File: config.mk
export PLATFORM = sky130hd
export DESIGN_NAME = pipeline_ctrl_flat
export DESIGN_NICKNAME = d
export VERILOG_FILES = /design/src/rtl/pipeline_ctrl_pkg.sv /design/src/rtl/pipeline_ctrl_if.sv /design/src/rtl/pipeline_ctrl_sat_counter.sv /design/src/rtl/pipeline_ctrl.sv /design/src/flat_wrapper.sv
export SDC_FILE = /design/constraint.sdc
export NUM_CORES = 1
export LEC_CHECK = 0
export CAP_MARGIN = 20
export CELL_PAD_IN_SITES_DETAIL_PLACEMENT = 1
export CELL_PAD_IN_SITES_GLOBAL_PLACEMENT = 1
export CORE_MARGIN = 2
export CORE_UTILIZATION = 26
export DETAILED_ROUTE_END_ITERATION = 7
export MAX_ROUTING_LAYER = met4
export PLACE_DENSITY_LB_ADDON = 0.1
export SYNTH_ARGS = -nofsm -noshare
export SYNTH_HDL_FRONTEND = slang
export SYNTH_HIERARCHICAL = 1
export SYNTH_SLANG_ARGS = --single-unit
File: constraint.sdc
create_clock -name i_clock -period 1.6 [get_ports i_clock]
set_clock_uncertainty 0.05 [all_clocks]
set_input_delay 0.16 -clock i_clock [delete_from_list [all_inputs] [get_ports i_clock]]
set_output_delay 0.16 -clock i_clock [all_outputs]
set_load 0.01 [all_outputs]
File: src/rtl/pipeline_ctrl_pkg.sv
// Shared state encoding and defaults for the pipeline stall/flush controller.
package pipeline_ctrl_pkg;

  localparam int unsigned DRAIN_CYCLES_DEF = 4;
  localparam int unsigned NB_STALL_CNT_DEF = 16;
  localparam int unsigned DRAIN_CNT_W      = 3;

  typedef enum logic [2:0] {
    ST_RUN    = 3'd0,
    ST_PAUSE  = 3'd1,
    ST_STEP   = 3'd2,
    ST_DRAIN  = 3'd3,
    ST_HALTED = 3'd4
  } state_t;

endpackage

File: src/rtl/pipeline_ctrl_if.sv
// Request/enable bundle between ID-stage hazard logic and the pipeline controller.
interface pipeline_ctrl_if #(
  parameter int unsigned NB_STALL_CNT = 16
);

  logic                    i_hazard;
  logic                    i_branch_taken;
  logic                    i_halt;
  logic                    i_debug_mode;
  logic                    i_step;
  logic                    o_pc_we;
  logic                    o_ifid_we;
  logic                    o_ifid_flush;
  logic                    o_idex_bubble;
  logic                    o_pipe_en;
  logic                    o_halted;
  logic [NB_STALL_CNT-1:0] o_stall_count;

  modport master (
    output i_hazard, i_branch_taken, i_halt, i_debug_mode, i_step,
    input  o_pc_we, o_ifid_we, o_ifid_flush, o_idex_bubble, o_pipe_en,
           o_halted, o_stall_count
  );

  modport slave (
    input  i_hazard, i_branch_taken, i_halt, i_debug_mode, i_step,
    output o_pc_we, o_ifid_we, o_ifid_flush, o_idex_bubble, o_pipe_en,
           o_halted, o_stall_count
  );

endinterface

File: src/rtl/pipeline_ctrl_sat_counter.sv
// Saturating up-counter with synchronous active-low clear.
module sat_counter #(
  parameter int unsigned WIDTH = 16
) (
  input  logic             i_clock,
  input  logic             i_clear_n,
  input  logic             i_en,
  output logic [WIDTH-1:0] o_count
);

  localparam logic [WIDTH-1:0] CNT_MAX = {WIDTH{1'b1}};

  logic [WIDTH-1:0] count_q;
  logic [WIDTH-1:0] count_d;

  always_comb begin
    count_d = count_q;
    if (i_en && (count_q != CNT_MAX)) begin
      count_d = count_q + WIDTH'(1);
    end
  end

  always_ff @(posedge i_clock) begin
    if (!i_clear_n) begin
      count_q <= '0;
    end else begin
      count_q <= count_d;
    end
  end

  assign o_count = count_q;

endmodule

File: src/rtl/pipeline_ctrl.sv
// Turns hazard/branch/halt/debug requests into per-stage pipeline write enables.
// Optional stall-cycle counter is built only when STALL_CNT_EN is defined.
module pipeline_ctrl
  import pipeline_ctrl_pkg::*;
#(
  parameter int unsigned DRAIN_CYCLES = DRAIN_CYCLES_DEF,
  parameter int unsigned NB_STALL_CNT = NB_STALL_CNT_DEF
) (
  input  logic            i_clock,
  input  logic            i_reset,
  pipeline_ctrl_if.slave  bus
);

  localparam logic [DRAIN_CNT_W-1:0] DRAIN_INIT = DRAIN_CNT_W'(DRAIN_CYCLES - 1);

  state_t                 state_q;
  state_t                 state_d;
  logic [DRAIN_CNT_W-1:0] drain_cnt_q;
  logic [DRAIN_CNT_W-1:0] drain_cnt_d;
  logic                   active;

  logic pc_we;
  logic ifid_we;
  logic ifid_flush;
  logic idex_bubble;
  logic pipe_en;
  logic halted;

  assign active = (state_q == ST_RUN) || (state_q == ST_STEP);

  always_ff @(posedge i_clock) begin
    if (!i_reset) begin
      state_q     <= ST_RUN;
      drain_cnt_q <= '0;
    end else begin
      state_q     <= state_d;
      drain_cnt_q <= drain_cnt_d;
    end
  end

  // A halt shadowed by a hazard is not accepted; ID re-presents it next cycle.
  always_comb begin
    state_d     = state_q;
    drain_cnt_d = drain_cnt_q;
    unique case (state_q)
      ST_RUN, ST_STEP: begin
        if (bus.i_halt && !bus.i_hazard) begin
          state_d     = ST_DRAIN;
          drain_cnt_d = DRAIN_INIT;
        end else if (state_q == ST_STEP) begin
          state_d = ST_PAUSE;
        end else if (bus.i_debug_mode) begin
          state_d = ST_PAUSE;
        end
      end
      ST_PAUSE: begin
        if (bus.i_step) begin
          state_d = ST_STEP;
        end else if (!bus.i_debug_mode) begin
          state_d = ST_RUN;
        end
      end
      ST_DRAIN: begin
        if (drain_cnt_q == '0) begin
          state_d = ST_HALTED;
        end else begin
          drain_cnt_d = drain_cnt_q - DRAIN_CNT_W'(1);
        end
      end
      ST_HALTED: state_d = ST_HALTED;
      default:   state_d = ST_RUN;
    endcase
  end

  // Same-cycle decode: a load-use hazard must freeze PC and IF/ID immediately.
  always_comb begin
    pc_we       = 1'b0;
    ifid_we     = 1'b0;
    ifid_flush  = 1'b0;
    idex_bubble = 1'b0;
    pipe_en     = 1'b0;
    halted      = 1'b0;
    if (i_reset) begin
      unique case (state_q)
        ST_RUN, ST_STEP: begin
          pipe_en = 1'b1;
          if (bus.i_hazard) begin
            idex_bubble = 1'b1;
          end else if (bus.i_halt) begin
            ifid_flush = 1'b1;
          end else if (bus.i_branch_taken) begin
            pc_we      = 1'b1;
            ifid_we    = 1'b1;
            ifid_flush = 1'b1;
          end else begin
            pc_we   = 1'b1;
            ifid_we = 1'b1;
          end
        end
        ST_DRAIN: begin
          pipe_en     = 1'b1;
          idex_bubble = 1'b1;
        end
        ST_HALTED: halted = 1'b1;
        default:   halted = 1'b0;
      endcase
    end
  end

  assign bus.o_pc_we       = pc_we;
  assign bus.o_ifid_we     = ifid_we;
  assign bus.o_ifid_flush  = ifid_flush;
  assign bus.o_idex_bubble = idex_bubble;
  assign bus.o_pipe_en     = pipe_en;
  assign bus.o_halted      = halted;

`ifdef STALL_CNT_EN
  logic stall_inc;

  // Only hazard bubbles count; drain bubbles are excluded.
  assign stall_inc = i_reset && active && bus.i_hazard;

  sat_counter #(
    .WIDTH (NB_STALL_CNT)
  ) u_stall_cnt (
    .i_clock   (i_clock),
    .i_clear_n (i_reset),
    .i_en      (stall_inc),
    .o_count   (bus.o_stall_count)
  );
`else
  logic unused_active;

  assign unused_active     = active;
  assign bus.o_stall_count = '0;
`endif

endmodule

File: src/flat_wrapper.sv
// flat-port wrapper written by rule: the top's interface ports become plain ports
module pipeline_ctrl_flat import pipeline_ctrl_pkg::*;
#(
  parameter int unsigned DRAIN_CYCLES = DRAIN_CYCLES_DEF,
  parameter int unsigned NB_STALL_CNT = NB_STALL_CNT_DEF
)
  (i_clock, i_reset, bus_i_hazard, bus_i_branch_taken, bus_i_halt, bus_i_debug_mode, bus_i_step, bus_o_pc_we, bus_o_ifid_we, bus_o_ifid_flush, bus_o_idex_bubble, bus_o_pipe_en, bus_o_halted, bus_o_stall_count);
  pipeline_ctrl_if #(.NB_STALL_CNT(NB_STALL_CNT)) bus_i ();
  input  logic i_clock;
  input  logic i_reset;
  input wire logic [$bits(bus_i.i_hazard)-1:0] bus_i_hazard;
  input wire logic [$bits(bus_i.i_branch_taken)-1:0] bus_i_branch_taken;
  input wire logic [$bits(bus_i.i_halt)-1:0] bus_i_halt;
  input wire logic [$bits(bus_i.i_debug_mode)-1:0] bus_i_debug_mode;
  input wire logic [$bits(bus_i.i_step)-1:0] bus_i_step;
  output wire logic [$bits(bus_i.o_pc_we)-1:0] bus_o_pc_we;
  output wire logic [$bits(bus_i.o_ifid_we)-1:0] bus_o_ifid_we;
  output wire logic [$bits(bus_i.o_ifid_flush)-1:0] bus_o_ifid_flush;
  output wire logic [$bits(bus_i.o_idex_bubble)-1:0] bus_o_idex_bubble;
  output wire logic [$bits(bus_i.o_pipe_en)-1:0] bus_o_pipe_en;
  output wire logic [$bits(bus_i.o_halted)-1:0] bus_o_halted;
  output wire logic [$bits(bus_i.o_stall_count)-1:0] bus_o_stall_count;
  assign bus_i.i_hazard = bus_i_hazard;
  assign bus_i.i_branch_taken = bus_i_branch_taken;
  assign bus_i.i_halt = bus_i_halt;
  assign bus_i.i_debug_mode = bus_i_debug_mode;
  assign bus_i.i_step = bus_i_step;
  assign bus_o_pc_we = bus_i.o_pc_we;
  assign bus_o_ifid_we = bus_i.o_ifid_we;
  assign bus_o_ifid_flush = bus_i.o_ifid_flush;
  assign bus_o_idex_bubble = bus_i.o_idex_bubble;
  assign bus_o_pipe_en = bus_i.o_pipe_en;
  assign bus_o_halted = bus_i.o_halted;
  assign bus_o_stall_count = bus_i.o_stall_count;
  pipeline_ctrl #(.DRAIN_CYCLES(DRAIN_CYCLES), .NB_STALL_CNT(NB_STALL_CNT)) u_core (.i_clock(i_clock), .i_reset(i_reset), .bus(bus_i));
endmodule
==> impl_metrics.ini, run 1 <==
[status]
violations = setup timing
outcome = complete, but fails checks

[global_routing]
antenna_found_initial = 0
first_global_vias = 484
grt.overflow.total = 0
grt_max_degree = 9
track_usage_pct = 12.27
grt_pass1_wl_mm = 2.228

[clock_network]
hold_buffers = 0
htreeDepth = 1
cts_buffer_depth = 2
cts_tree = done
cts.root.buffer_cell = clkbuf_4
cts_buffers = 3
clk_latency_ps = 240
clk_pin_slew_ps = 40
clkSinkCount = 6

[synthesis]
synthMuxAreaShare_pct = 1.766
synthSimpleGateAreaFrac_pct = 26.71
yosysWarnings = 6
synth_seq_cells = 6
post_synth.cell_area_avg_um2 = 8.214
synthesis.area_um2 = 566.8
synth_top_family_by_area = buffers and inverters
synth-compound-area-share_pct = 16.56
synth.distinct_cells = 30
synth_fa_ha_area_share_pct = 4.415
syn_inst = 69
synth-xor-area-share_pct = 0
ys_seq_area_share_pct = 21.19

[route]
vias = 462
drt_iter0_drc = 6
drcViolationCount = 0
routed_wl_mm = 1.267
ant_nets = 0
dr.pass1.iters = 3
routed_via_density = 4.053
wire_per_inst_um = 11.11

[timing]
rsz0062_at_grt = true
slew_violations = 0
period_needed_ps = 1642
setup_ws_ps = -42.30
fmax_ghz = 0.6089
setup_viol = 3
hold-worst-slack_ps = 413.4
hold_viol_final = 0
min_period_over_period_pct = 102.6
tns_ps = -93.66

[setup_path]
crit_path_top_delay_cell = or3b_4
endpoint_kind = output pin
critPathArrivalTime_ps = 1430
crit_type = reg2out
critPathMaxStageDelay_ps = 400
crit_fanout = 2
cp_cell_sequence = or2_4 > or3b_4 > nor2_4 > buf_6
worst_setup_path_start_kind = register
cp_data_required_time_ps = 1390

[floorplan]
die_x_um = 50.69
core_mm2 = 0.002002
num_rows = 16
dieArea_mm2 = 0.002569
chipHeight_um = 50.69
ios = 29
initial_utilization_pct = 28.31

[finish]
drive_gt1_share_pct = 31.03
fin_cells = 114
synthToLayoutAreaGrowth_pct = 29.36
final_nets = 98
fillers = 262
insertedDiodeCount = 0
layout.cells.most_common = conb_1
final_cell_mix = conb_1, buf_4, clkdlybuf4s50_1, nor2_1

[pwr]
p_leak_nw = 0.3331
power_density_mw_per_mm2 = 644.6
p_total_mw = 0.4726
peakVddDrop_v = 0.0004770

[min_path]
hold_class = reg2reg

[placed_design]
globalplace.congestion = 0.7568
hpwlAfterDp_mm = 1.036
io_buffers = 12
dp.cells = 111

[run]
drv_cap = 0
path summary, 6_finish.rpt:
path / to / startpoint / depth (start not counted) / slack, ps
setup / recovery: bus_o_pc_we / u_core/state_q[2] / 4 / -40
hold reg to reg: u_core/drain_cnt_q[2] / u_core/drain_cnt_q[2] / 2 / 410
setup reg to reg: u_core/drain_cnt_q[0] / u_core/drain_cnt_q[0] / 6 / 100
hold / removal: u_core/drain_cnt_q[2] / u_core/drain_cnt_q[2] / 2 / 410
kinds of logic (layout without fill, tap and decap cells):
| group | count (synthesis) | after routing |
|---|---|---|
| adder cells (fa/ha/maj) | 2 | 2 |
| other | 1 | 16 |
| buffers and inverters | 24 | 27 |
| flip-flops | 6 | 6 |
| AND/OR/NAND/NOR | 25 | 25 |
| multiplexers | 1 | 1 |
| AO/OA/AOI/OAI | 10 | 10 |
report_power, final:
part           switching, mW  internal (mW)  leakage [nW]
sequential           0.00815          0.162        0.0499
clock                 0.0468         0.0843        0.0138
combinational         0.0884         0.0833         0.269
total                  0.143          0.329         0.333
flip-flops by register name, indices dropped and copies added, names as in the netlist:
register and cells:
u_core/drain_cnt_q 3, u_core/state_q 3
Yosys cell counts:
master / number / area, um^2
and4bb_2: 1 / 12.51
and3_1: 1 / 6.260
a211oi_2: 1 / 12.51
dfxtp_1: 6 / 120.1
nand2_1: 3 / 11.26
a31oi_1: 2 / 12.51
conb_1: 1 / 3.750
o21ai_0: 1 / 5.000
a21o_1: 1 / 7.510
a21oi_1: 2 / 10.01
clkbuf_1: 1 / 3.750
nor3_1: 1 / 5.000
nor2b_1: 2 / 12.51
or2_4: 1 / 8.760
or3b_1: 2 / 17.52
ha_1: 2 / 25.02
nor2_1: 6 / 22.52
buf_2: 1 / 5.000
nor3b_1: 1 / 7.510
buf_6: 1 / 11.26
o41ai_4: 1 / 27.53
buf_4: 17 / 127.6
a31o_2: 1 / 8.760
o211a_1: 1 / 10.01
nand3_1: 1 / 5.000
mux2i_1: 1 / 10.01
and2_1: 1 / 6.260
inv_1: 4 / 15.01
nand3b_1: 4 / 30.03
nand2b_1: 1 / 6.260
critical path, delay by kind of cell (launching register included):
kind / cells / cell delay [ps]
AND/OR/NAND/NOR: 3 / 780
flip-flops: 1 / 310
buffers and inverters: 1 / 110
metal layers:
layer | global-route usage, % | wire length (um) | up-vias
met2 | 20.18 | 628 | 15
met4 | 5.405 | 14 | 0
met5 | - | 0 | -
met3 | 3.274 | 74 | 2
li1 | - | - | 239
met1 | 13.95 | 550 | 206
per-stage QoR:
step	setup WS [ps]	instance area [um^2]	util [%]
finish	-42.30	733.2	36.63
global route	-88.20	733.2	36.63
CTS	-42.79	703.2	35.13
detailed placement	-306.1	691.9	34.56
global placement	-287.9	691.9	34.56
floorplan	25.87	625.6	-
layout make-up:
| type | instances | area [um^2] | share of cell area [%] |
|---|---|---|---|
| multi-input cells | 54 | 367.9 | 50.17 |
| flip-flops and latches | 6 | 122.6 | 16.72 |
| well taps | 27 | 33.78 | 4.608 |
| inverters | 4 | 15.01 | 2.048 |
| clock buffers | 3 | 22.52 | 3.072 |
| repair buffers | 20 | 171.4 | 23.38 |
timing repair:
item                       in CTS  in global routing
setup buffers                   0                  0
setup endpoints to repair       6                  7
pin swaps                       1                  4
resized for setup              17                 11
Note: power is estimated with default switching activity, not from simulation.
==> inputs of run 2 (changes only) <==
--- a/config.mk
+++ b/config.mk
@@ -11,7 +11,6 @@
 export CORE_MARGIN = 2
 export CORE_UTILIZATION = 26
 export DETAILED_ROUTE_END_ITERATION = 7
-export MAX_ROUTING_LAYER = met4
 export PLACE_DENSITY_LB_ADDON = 0.1
 export SYNTH_ARGS = -nofsm -noshare
 export SYNTH_HDL_FRONTEND = slang
==> impl_metrics.ini, run 2 (same netlist as run 1, synthesis figures left out) <==
[finish]
final_cell_mix = conb_1, buf_4, clkdlybuf4s50_1, nor2_1
synthToLayoutAreaGrowth_pct = 29.36
layout.cells.most_common = conb_1
drive_gt1_share_pct = 31.03
insertedDiodeCount = 0
top_regs = u_core/drain_cnt_q (3), u_core/state_q (3)
fillers = 262
final_nets = 98

[floorplan]
chipHeight_um = 50.69
initial_utilization_pct = 28.31
core_mm2 = 0.002002
ios = 29
dieArea_mm2 = 0.002569
die_x_um = 50.69
num_rows = 16

[placed_design]
preCtsSetupSlack_ps = -306.1
globalplace.congestion = 0.7473
hpwlAfterDp_mm = 1.036
io_buffers = 12

[pwr]
p_leak_nw = 0.3331
netSwitchingPower_mw = 0.1434
clkPwrFrac_pct = 27.7
power_frac_seq_pct = 35.9
power_density_mw_per_mm2 = 644.5
swShare_pct = 30.34
peakVddDrop_v = 0.0004769
p_int_mw = 0.3292
p_comb_share_pct = 36.3

[clock_network]
htreeDepth = 1
cts.root.buffer_cell = clkbuf_4
clk_latency_ps = 240
clk_pin_slew_ps = 40
clkSinkCount = 6
cts_setup_buffers = 0
cts_tree = done
cts_buffer_depth = 2
cts_buffers = 3

[timing]
period_needed_ps = 1642
hold-worst-slack_ps = 413.3
rsz0062_at_grt = true
fmax_ghz = 0.6089
setup_viol = 3
min_period_over_period_pct = 102.6
setup_ws_ps = -42.35
slew_violations = 0
tns_ps = -93.79
hold_viol_final = 0

[setup_path]
cp_data_required_time_ps = 1390
critPathMaxStageDelay_ps = 400
crit_path_top_delay_cell = or3b_4
crit_type = reg2out
path_delay_family = simple AND/OR/NAND/NOR gates
worst_setup_path_start_kind = register
path_buf_inv = 1
cp_cell_sequence = or2_4 > or3b_4 > nor2_4 > buf_6
endpoint_kind = output pin
critPathArrivalTime_ps = 1430
crit_fanout = 2

[route]
vias = 462
drcViolationCount = 0
ant_nets = 0
routed_wl_mm = 1.267
routed_via_density = 4.053
drt_iter0_drc = 6
wire_per_inst_um = 11.11
dr.pass1.iters = 2

[min_path]
hold_class = reg2reg

[global_routing]
first_global_vias = 483
grt_max_degree = 9
grt.overflow.total = 0
antenna_found_initial = 0
grt_pass1_wl_mm = 2.228
track_usage_pct = 11.95

[run]
drv_cap = 0

[status]
outcome = complete, but fails checks
violations = setup timing
run 2: cell counts in the layout (fill, tap and decap cells not counted):
Identical to the previous run, type by type.
run 2: path summary, 6_finish.rpt:
path / startpoint / end / slack, ps / depth (start not counted)
worst max-delay path: u_core/state_q[2] / bus_o_pc_we / -40 / 4
worst min-delay path: u_core/drain_cnt_q[2] / u_core/drain_cnt_q[2] / 410 / 2
worst max register to register: u_core/drain_cnt_q[0] / u_core/drain_cnt_q[0] / 100 / 6
worst min register to register: u_core/drain_cnt_q[2] / u_core/drain_cnt_q[2] / 410 / 2
run 2: power by group through the flow:
stage,Combinational [mW],Clock (mW),Sequential [mW]
CTS,0.165,0.137,0.169
floorplan,0.138,0,0.167
global route,0.192,0.160,0.171
detailed placement,0.170,0,0.171
finish,0.172,0.131,0.170
global placement,0.166,0,0.170
run 2: metal layers:
| metal | track usage, % | up-vias | wire length [um] |
|---|---|---|---|
| li1 | - | 239 | - |
| met2 | 20.18 | 15 | 625 |
| met1 | 13.95 | 206 | 553 |
| met3 | 3.274 | 2 | 74 |
| met4 | 5.405 | 0 | 14 |
| met5 | 0 | - | 0 |
run 2: cell type report:
| class | count | area, um^2 | area share (%) |
|---|---|---|---|
| Clock buffer | 3 | 22.52 | 3.072 |
| Inverter | 4 | 15.01 | 2.048 |
| Multi-Input combinational cell | 54 | 367.9 | 50.17 |
| Sequential cell | 6 | 122.6 | 16.72 |
| Tap cell | 27 | 33.78 | 4.608 |
| Timing Repair Buffer | 20 | 171.4 | 23.38 |
run 2: worst reg2reg max path, stage by stage, from the launching register on:
cell and delay [ps]:
dfxtp_1 320, inv_1 60, ha_1 200, ha_2 190, and4bb_2 320, nor2_1 50
a31o_2 200
run 2: stage by stage:
stage                     util (%)  power (mW)  cells  area (um^2)
after floorplan                  -      0.3049     84        625.6
after global placement       34.56      0.3363    111        691.9
after detailed placement     34.56      0.3407    111        691.9
after CTS                    35.13      0.4711    114        703.2
after global routing         36.63      0.5233    114        733.2
final                        36.63      0.4726    114        733.2
run 2: what timing repair did:
action / in CTS / in global routing
pin swaps: 1 / 4
gates resized for setup: 17 / 11
endpoints found under the setup margin: 6 / 7
hold buffers: 0 / 0
